## config.mk

```make
export PLATFORM = sky130hd
export DESIGN_NAME = seg_display_reader_flat
export DESIGN_NICKNAME = d
export VERILOG_FILES = /design/src/rtl/seg_display_reader_pkg.sv /design/src/rtl/seg_display_reader_if.sv /design/src/rtl/seg_display_reader_seg7_to_bcd.sv /design/src/rtl/seg_display_reader.sv /design/src/flat_wrapper.sv
export SDC_FILE = /design/constraint.sdc
export NUM_CORES = 1
export LEC_CHECK = 0
export BUFFER_PORTS_ARGS = -buffer_cell sky130_fd_sc_hd__buf_4
export CORE_UTILIZATION = 49
export CTS_CLUSTER_SIZE = 40
export DETAILED_ROUTE_END_ITERATION = 16
export GPL_ROUTABILITY_DRIVEN = 1
export GPL_TIMING_DRIVEN = 0
export HOLD_SLACK_MARGIN = 0.12
export PLACE_DENSITY = 0.68
export REMOVE_ABC_BUFFERS = 1
export SLEW_MARGIN = 20
export SYNTH_ARGS = -nofsm -noshare
export SYNTH_HDL_FRONTEND = slang
export SYNTH_SLANG_ARGS = --single-unit
```

## constraint.sdc

```tcl
create_clock -name clk -period 2.6 [get_ports clk]
set_input_delay 0.13 -clock clk [delete_from_list [all_inputs] [get_ports clk]]
set_output_delay 0.13 -clock clk [all_outputs]
set_load 0.03 [all_outputs]
```

## src/rtl/seg_display_reader_pkg.sv

```systemverilog
// seg_display_reader_pkg: segment patterns, blank code and FSM encodings shared by the
// washer display driver and the display reader.
package seg_display_reader_pkg;
  typedef logic [1:0] state_t;
  localparam state_t NOSIG = 2'd0;
  localparam state_t ACQ = 2'd1;
  localparam state_t LOCK = 2'd2;
  localparam logic [3:0] BLANK = 4'hF;
  localparam logic [6:0] SEG_BLANK = 7'h00;
  // index k holds the a..g pattern of digit k, a = MSB
  localparam logic [9:0][6:0] SEG_TAB = {
    7'h7B, 7'h7F, 7'h70, 7'h5F, 7'h5B, 7'h33, 7'h79, 7'h6D, 7'h30, 7'h7E
  };
endpackage

```

## src/rtl/seg_display_reader_if.sv

```systemverilog
// seg_display_reader_if: segment bus in, decoded digits and status out.
interface seg_display_reader_if;
  logic [6:0] discode;
  logic [1:0] enable_shumaguan;
  logic [3:0] digit0;
  logic [3:0] digit1;
  logic valid;
  logic frame;
  logic seg_err;
  modport master (
    output discode, enable_shumaguan,
    input digit0, digit1, valid, frame, seg_err
  );
  modport slave (
    input discode, enable_shumaguan,
    output digit0, digit1, valid, frame, seg_err
  );
endinterface

```

## src/rtl/seg_display_reader_seg7_to_bcd.sv

```systemverilog
// seg7_to_bcd: combinational 7-segment pattern to BCD decoder; all-off decodes to blank.
module seg7_to_bcd import seg_display_reader_pkg::*; (
  input logic [6:0] pat_i,
  output logic [3:0] val_o,
  output logic ok_o
);
  always_comb begin
    val_o = BLANK;
    ok_o = pat_i == SEG_BLANK;
    for (int k = 0; k < 10; k++)
      if (pat_i == SEG_TAB[k]) begin
        val_o = 4'(k);
        ok_o = 1'b1;
      end
  end
endmodule

```

## src/rtl/seg_display_reader.sv

```systemverilog
// seg_display_reader: debounces a multiplexed two-digit 7-segment bus into BCD digits
// and tracks signal presence with a NOSIG/ACQ/LOCK state machine.
module seg_display_reader import seg_display_reader_pkg::*; #(
  parameter int STABLE_N = 3,
  parameter int TIMEOUT_CYC = 255
) (
  input logic clk,
  input logic rst,
  seg_display_reader_if.slave bus
);
  localparam logic [3:0] SN = 4'(STABLE_N);
  localparam logic [15:0] TO = 16'(TIMEOUT_CYC);
  logic [6:0] code_q;
  logic [1:0] en_q;
  logic in_vld_q;
  logic [3:0] dec_val;
  logic dec_ok;
  logic [1:0][3:0] cand_q, cand_d, cnt_q, cnt_d, dig_q, dig_d;
  logic [1:0] done_q, done_d, seen_q, seen_d, sel, acc;
  logic [15:0] tmo_q, tmo_d;
  state_t state_q, state_d;
  logic frame_q, err_q, err_d, fr, tmo_exp, to_nosig;
  seg7_to_bcd u_dec (
    .pat_i(code_q),
    .val_o(dec_val),
    .ok_o(dec_ok)
  );
  // in_vld_q keeps the all-zero reset copy of the enables from reading as illegal
  assign sel = {in_vld_q && en_q == 2'b01, in_vld_q && en_q == 2'b10};
  assign fr = &seen_q;
  always_comb begin
    cand_d = cand_q;
    cnt_d = cnt_q;
    done_d = done_q;
    dig_d = dig_q;
    acc = '0;
    for (int i = 0; i < 2; i++) begin
      if (!sel[i]) begin
        cnt_d[i] = '0;
        done_d[i] = 1'b0;
      end else if (!dec_ok) begin
        cnt_d[i] = '0;
      end else begin
        cand_d[i] = dec_val;
        cnt_d[i] = dec_val != cand_q[i] ? 4'd1 : cnt_q[i] == SN ? SN : cnt_q[i] + 4'd1;
        acc[i] = cnt_d[i] == SN && !done_q[i];
      end
      if (acc[i]) begin
        done_d[i] = 1'b1;
        dig_d[i] = dec_val;
      end
    end
    tmo_exp = tmo_q == TO && !(|acc);
    tmo_d = |acc ? '0 : tmo_q == TO ? tmo_q : tmo_q + 16'd1;
    to_nosig = state_q != NOSIG && tmo_exp;
    state_d = state_q == NOSIG ? (|acc ? ACQ : NOSIG) :
              tmo_exp ? NOSIG :
              (state_q == ACQ && fr) ? LOCK : state_q;
    seen_d = to_nosig ? 2'b00 : fr ? acc : seen_q | acc;
    if (to_nosig) dig_d = {BLANK, BLANK};
    err_d = (in_vld_q && en_q == 2'b00) || (|sel && !dec_ok);
  end
  always_ff @(posedge clk or negedge rst) begin
    if (!rst) begin
      code_q <= '0;
      en_q <= '0;
      in_vld_q <= 1'b0;
      cand_q <= '0;
      cnt_q <= '0;
      done_q <= '0;
      seen_q <= '0;
      dig_q <= {BLANK, BLANK};
      tmo_q <= '0;
      state_q <= NOSIG;
      frame_q <= 1'b0;
      err_q <= 1'b0;
    end else begin
      code_q <= bus.discode;
      en_q <= bus.enable_shumaguan;
      in_vld_q <= 1'b1;
      cand_q <= cand_d;
      cnt_q <= cnt_d;
      done_q <= done_d;
      seen_q <= seen_d;
      dig_q <= dig_d;
      tmo_q <= tmo_d;
      state_q <= state_d;
      frame_q <= fr;
      err_q <= err_d;
    end
  end
  assign bus.digit0 = dig_q[0];
  assign bus.digit1 = dig_q[1];
  assign bus.valid = state_q == LOCK;
  assign bus.frame = frame_q;
  assign bus.seg_err = err_q;
endmodule
```

## src/flat_wrapper.sv

```systemverilog
// flat-port wrapper written by rule: the top's interface ports become plain ports
module seg_display_reader_flat import seg_display_reader_pkg::*;
#(
  parameter int STABLE_N = 3,
  parameter int TIMEOUT_CYC = 255
)
  (clk, rst, bus_discode, bus_enable_shumaguan, bus_digit0, bus_digit1, bus_valid, bus_frame, bus_seg_err);
  seg_display_reader_if bus_i ();
  input logic clk;
  input logic rst;
  input wire logic [$bits(bus_i.discode)-1:0] bus_discode;
  input wire logic [$bits(bus_i.enable_shumaguan)-1:0] bus_enable_shumaguan;
  output wire logic [$bits(bus_i.digit0)-1:0] bus_digit0;
  output wire logic [$bits(bus_i.digit1)-1:0] bus_digit1;
  output wire logic [$bits(bus_i.valid)-1:0] bus_valid;
  output wire logic [$bits(bus_i.frame)-1:0] bus_frame;
  output wire logic [$bits(bus_i.seg_err)-1:0] bus_seg_err;
  assign bus_i.discode = bus_discode;
  assign bus_i.enable_shumaguan = bus_enable_shumaguan;
  assign bus_digit0 = bus_i.digit0;
  assign bus_digit1 = bus_i.digit1;
  assign bus_valid = bus_i.valid;
  assign bus_frame = bus_i.frame;
  assign bus_seg_err = bus_i.seg_err;
  seg_display_reader #(.STABLE_N(STABLE_N), .TIMEOUT_CYC(TIMEOUT_CYC)) u_core (.clk(clk), .rst(rst), .bus(bus_i));
endmodule
```

==> key figures <==
Run status
  – Status: complete, no violations

Clock network
  – Clock slew at reported path FFs: 0.07 ns
  – Clock buffer depth: 2
  – Cts bufs inserted: 9
  – CTS H-Tree Depth: 3
  – CTS sink count: 58
  – CTS tree: yes
  – Worst-Skew Late Latency: 0.33 ns
  – Root buf cell: clkbuf_8

Floorplan
  – Height of the die: 78.80 microns
  – Starting density of the core: 51.54%
  – Die W: 78.80 microns
  – Ports: 22
  – Die area: 0.006209 sq mm
  – Core footprint: 0.005608 sq mm
  – Row count: 27

Critical path
  – Largest stage delay on the critical path: 0.59 ns
  – R2R depth: 7
  – Critical path arrival: 2.70 ns
  – Register-to-register setup slack: 0.12 ns
  – CP startpoint kind: register
  – Critical path class: register to register
  – RR Endpoint: u_core.state_q[1]
  – CP max FO: 11
  – RR Startpoint: u_core.code_q[1]
  – CP Capture Type: register
  – Worst EP required: 2.83 ns
  – Top delay family on crit path: simple AND/OR/NAND/NOR gates
  – Slowest CP cell: or4_4
  – CP Cell Sequence: or4_4, a21oi_2, a31oi_4, xnor2_1, and4_4, or2_4, o22a_1
  – WP buf/inv: 0

Worst hold path
  – Hold Path Class: primary input to async pin

Route
  – First-pass DRT Iterations: 4
  – DR DRC count: 0
  – Routed WL: 5557 microns
  – Antenna-violating nets left: 0
  – 1st-iter DRT viols: 103
  – Via density: 5.474
  – DR vias: 2124
  – Routed length per instance: 14.32 microns

Global routing
  – Vias in the first global route: 2020
  – Grt ovf: 0
  – Largest net degree at the start of global routing: 59
  – Initial antenna violation count: 0
  – GR Util met1: 26.69%
  – Met3 Use GR: 5.862%
  – M2 GR Usage: 29.13%
  – Gr usage total: 19.66%
  – Global route hottest layer: met2
  – First-pass GRT wire length: 9280 microns

Synthesis
  – Yosys cell types: 59
  – Area leader, netlist: dfrtp_1
  – Top cells by area, synth: dfrtp_1 (43%), dfstp_2 (7.3%), nor2_1 (4.7%)
  – Yosys Warn Count: 0
  – Yosys reg bits: 58
  – Asr flop ratio synth: 100.0%
  – Synth top area share: 43.29%
  – Post-Synthesis Cells: 270
  – Post-synth EDFFs: 0
  – Synth Cell Area: 0.002890 sq mm
  – Sequential element share of the synthesized area: 50.56%
  – Syn Area/Cell: 10.70 sq um
  – Top FF cell, synth: dfrtp_1

Finish
  – Area grow syn2layout: 23.81%
  – Net count, final: 325
  – Layout cells sized above 1: 29.11%
  – Most common cell after layout, fill and taps aside: dfrtp_1
  – Finished Cell Area: 0.003578 sq mm
  – Antenna cells: 0
  – Fillers: 469
  – Commonest non-fill, non-tap cells in the layout: dfrtp_1 (46), nor2_1 (36), buf_4 (29), nand2_1 (16)

Timing
  – Final Cycle Share: 95.27%
  – Worst-Margin Slew: 0.7224 ns
  – Fin Clk Skew: 0.009015 ns
  – Final setup fails: 0
  – Min Clock Period, post-route: 2.477 ns
  – Final hold violations: 0
  – Max Clk Rate: 0.4037 GHz
  – Setup TNS: 0 ns
  – Slew HR: 51.84%
  – Final Hold Slack: 0.3781 ns
  – Final setup margin: 0.1229 ns
  – Final Max Slew Viols: 0

Power and ir drop
  – Power Density: 610.5 mW/mm^2
  – LEAKAGE: 0.001541 uW
  – VDD IR max: 0.3920 mV

Placed design
  – Dpl hpwl: 3488 microns
  – Placed Area: 0.003060 sq mm
  – Gp weighted congestion: 0.7885
  – IO Port Bufs: 21
  – Pre-CTS setup slack: -0.5223 ns

Run
  – Max_cap viols: 0
area by class of cell:
type                            count  area [sq um]  share of cell area (%)
Inverter                            4         15.01                  0.4196
Timing Repair Buffer               39         317.8                   8.881
Multi-Input combinational cell    199          1456                   40.70
Tap cell                           72         90.09                   2.517
Sequential cell                    58          1466                   40.98
Clock inverter                      6         105.1                   2.937
Clock buffer                       10         127.6                   3.566
through the flow:
step / util [%] / total power, uW / instances
finish: 63.81 / 2185 / 388
floorplan: - / 1119 / 260
global route: 63.81 / 2276 / 388
CTS: 61.20 / 2189 / 379
global placement: 54.57 / 1170 / 353
detailed placement: 54.57 / 1176 / 353
cell usage after synthesis (all sizes together) (3+ instances only):
library cell	count
and3	4
dfstp	8
xor2	12
or2	4
a21oi	10
nor4b	3
a211oi	4
nand4	8
nand3b	5
or4	3
o22a	9
nand3	12
buf	10
xnor2	10
dfrtp	50
nand2	17
mux2	6
o21ai	9
nor3	5
nor2	37
ha	3
inv	4
nand2b	4
or3	3
what timing repair did:
action,4_1_cts,5_1_grt
gates cloned,0,1
gates resized for setup,11,18
hold endpoints to repair,59,0
hold buffers,10,0
buffers inserted,0,8
pin swaps,0,5
setup endpoints to repair,30,27
layer usage:
layer	vias to the layer above	wire [microns]	share of wire, %
li1	1054	-	-
met1	1024	2702	49
met2	40	2615	47
met3	6	175	3.1
met4	0	64	1.2
met5	-	0	0
kinds of logic (layout without fill, tap and decap cells):
kind of cell	after synthesis	in the layout	share of synthesized area (%)
mux	7	7	2.684
flops	58	58	50.56
fa+ha+maj	4	4	1.645
compound gates	49	49	12.64
simple gates	115	116	22.47
xor+xnor	22	22	6.667
other cells	1	1	0.1297
buf+inv	14	59	3.203
worst max-delay path by stage:
stage,from,cells after the start,endpoint,slack (ns)
final,u_core.code_q[1],7,u_core.state_q[1],0.12
after global routing,u_core.code_q[1],7,u_core.bus.digit0[3],-0.02
after CTS,u_core.code_q[1],7,u_core.state_q[1],0.03
after detailed placement,u_core.code_q[1],7,u_core.state_q[1],-0.52
after global placement,u_core.code_q[1],7,u_core.state_q[1],-0.46
after floorplan,u_core.code_q[1],7,u_core.state_q[1],0.1
report_power, final:
group / switching (uW) / total, uW / internal, uW
Clock: 355 / 986 / 632
Sequential: 44.2 / 993 / 949
Combinational: 99.3 / 206 / 106
flip-flops by register name, indices dropped and copies added (netlist names):
| register | flops |
|---|---|
| u_core.tmo_q | 16 |
| u_core.code_q | 7 |
| u_core.bus.frame | 1 |
| u_core.state_q | 2 |
| u_core.seen_q | 2 |
| u_core.cnt_q | 8 |
| u_core.bus.digit1 | 4 |
| u_core.en_q | 2 |
| u_core.in_vld_q | 1 |
| u_core.bus.digit0 | 4 |
| u_core.cand_q | 8 |
| u_core.bus.seg_err | 1 |
| u_core.done_q | 2 |
Note: power is estimated with default switching activity, not from simulation.
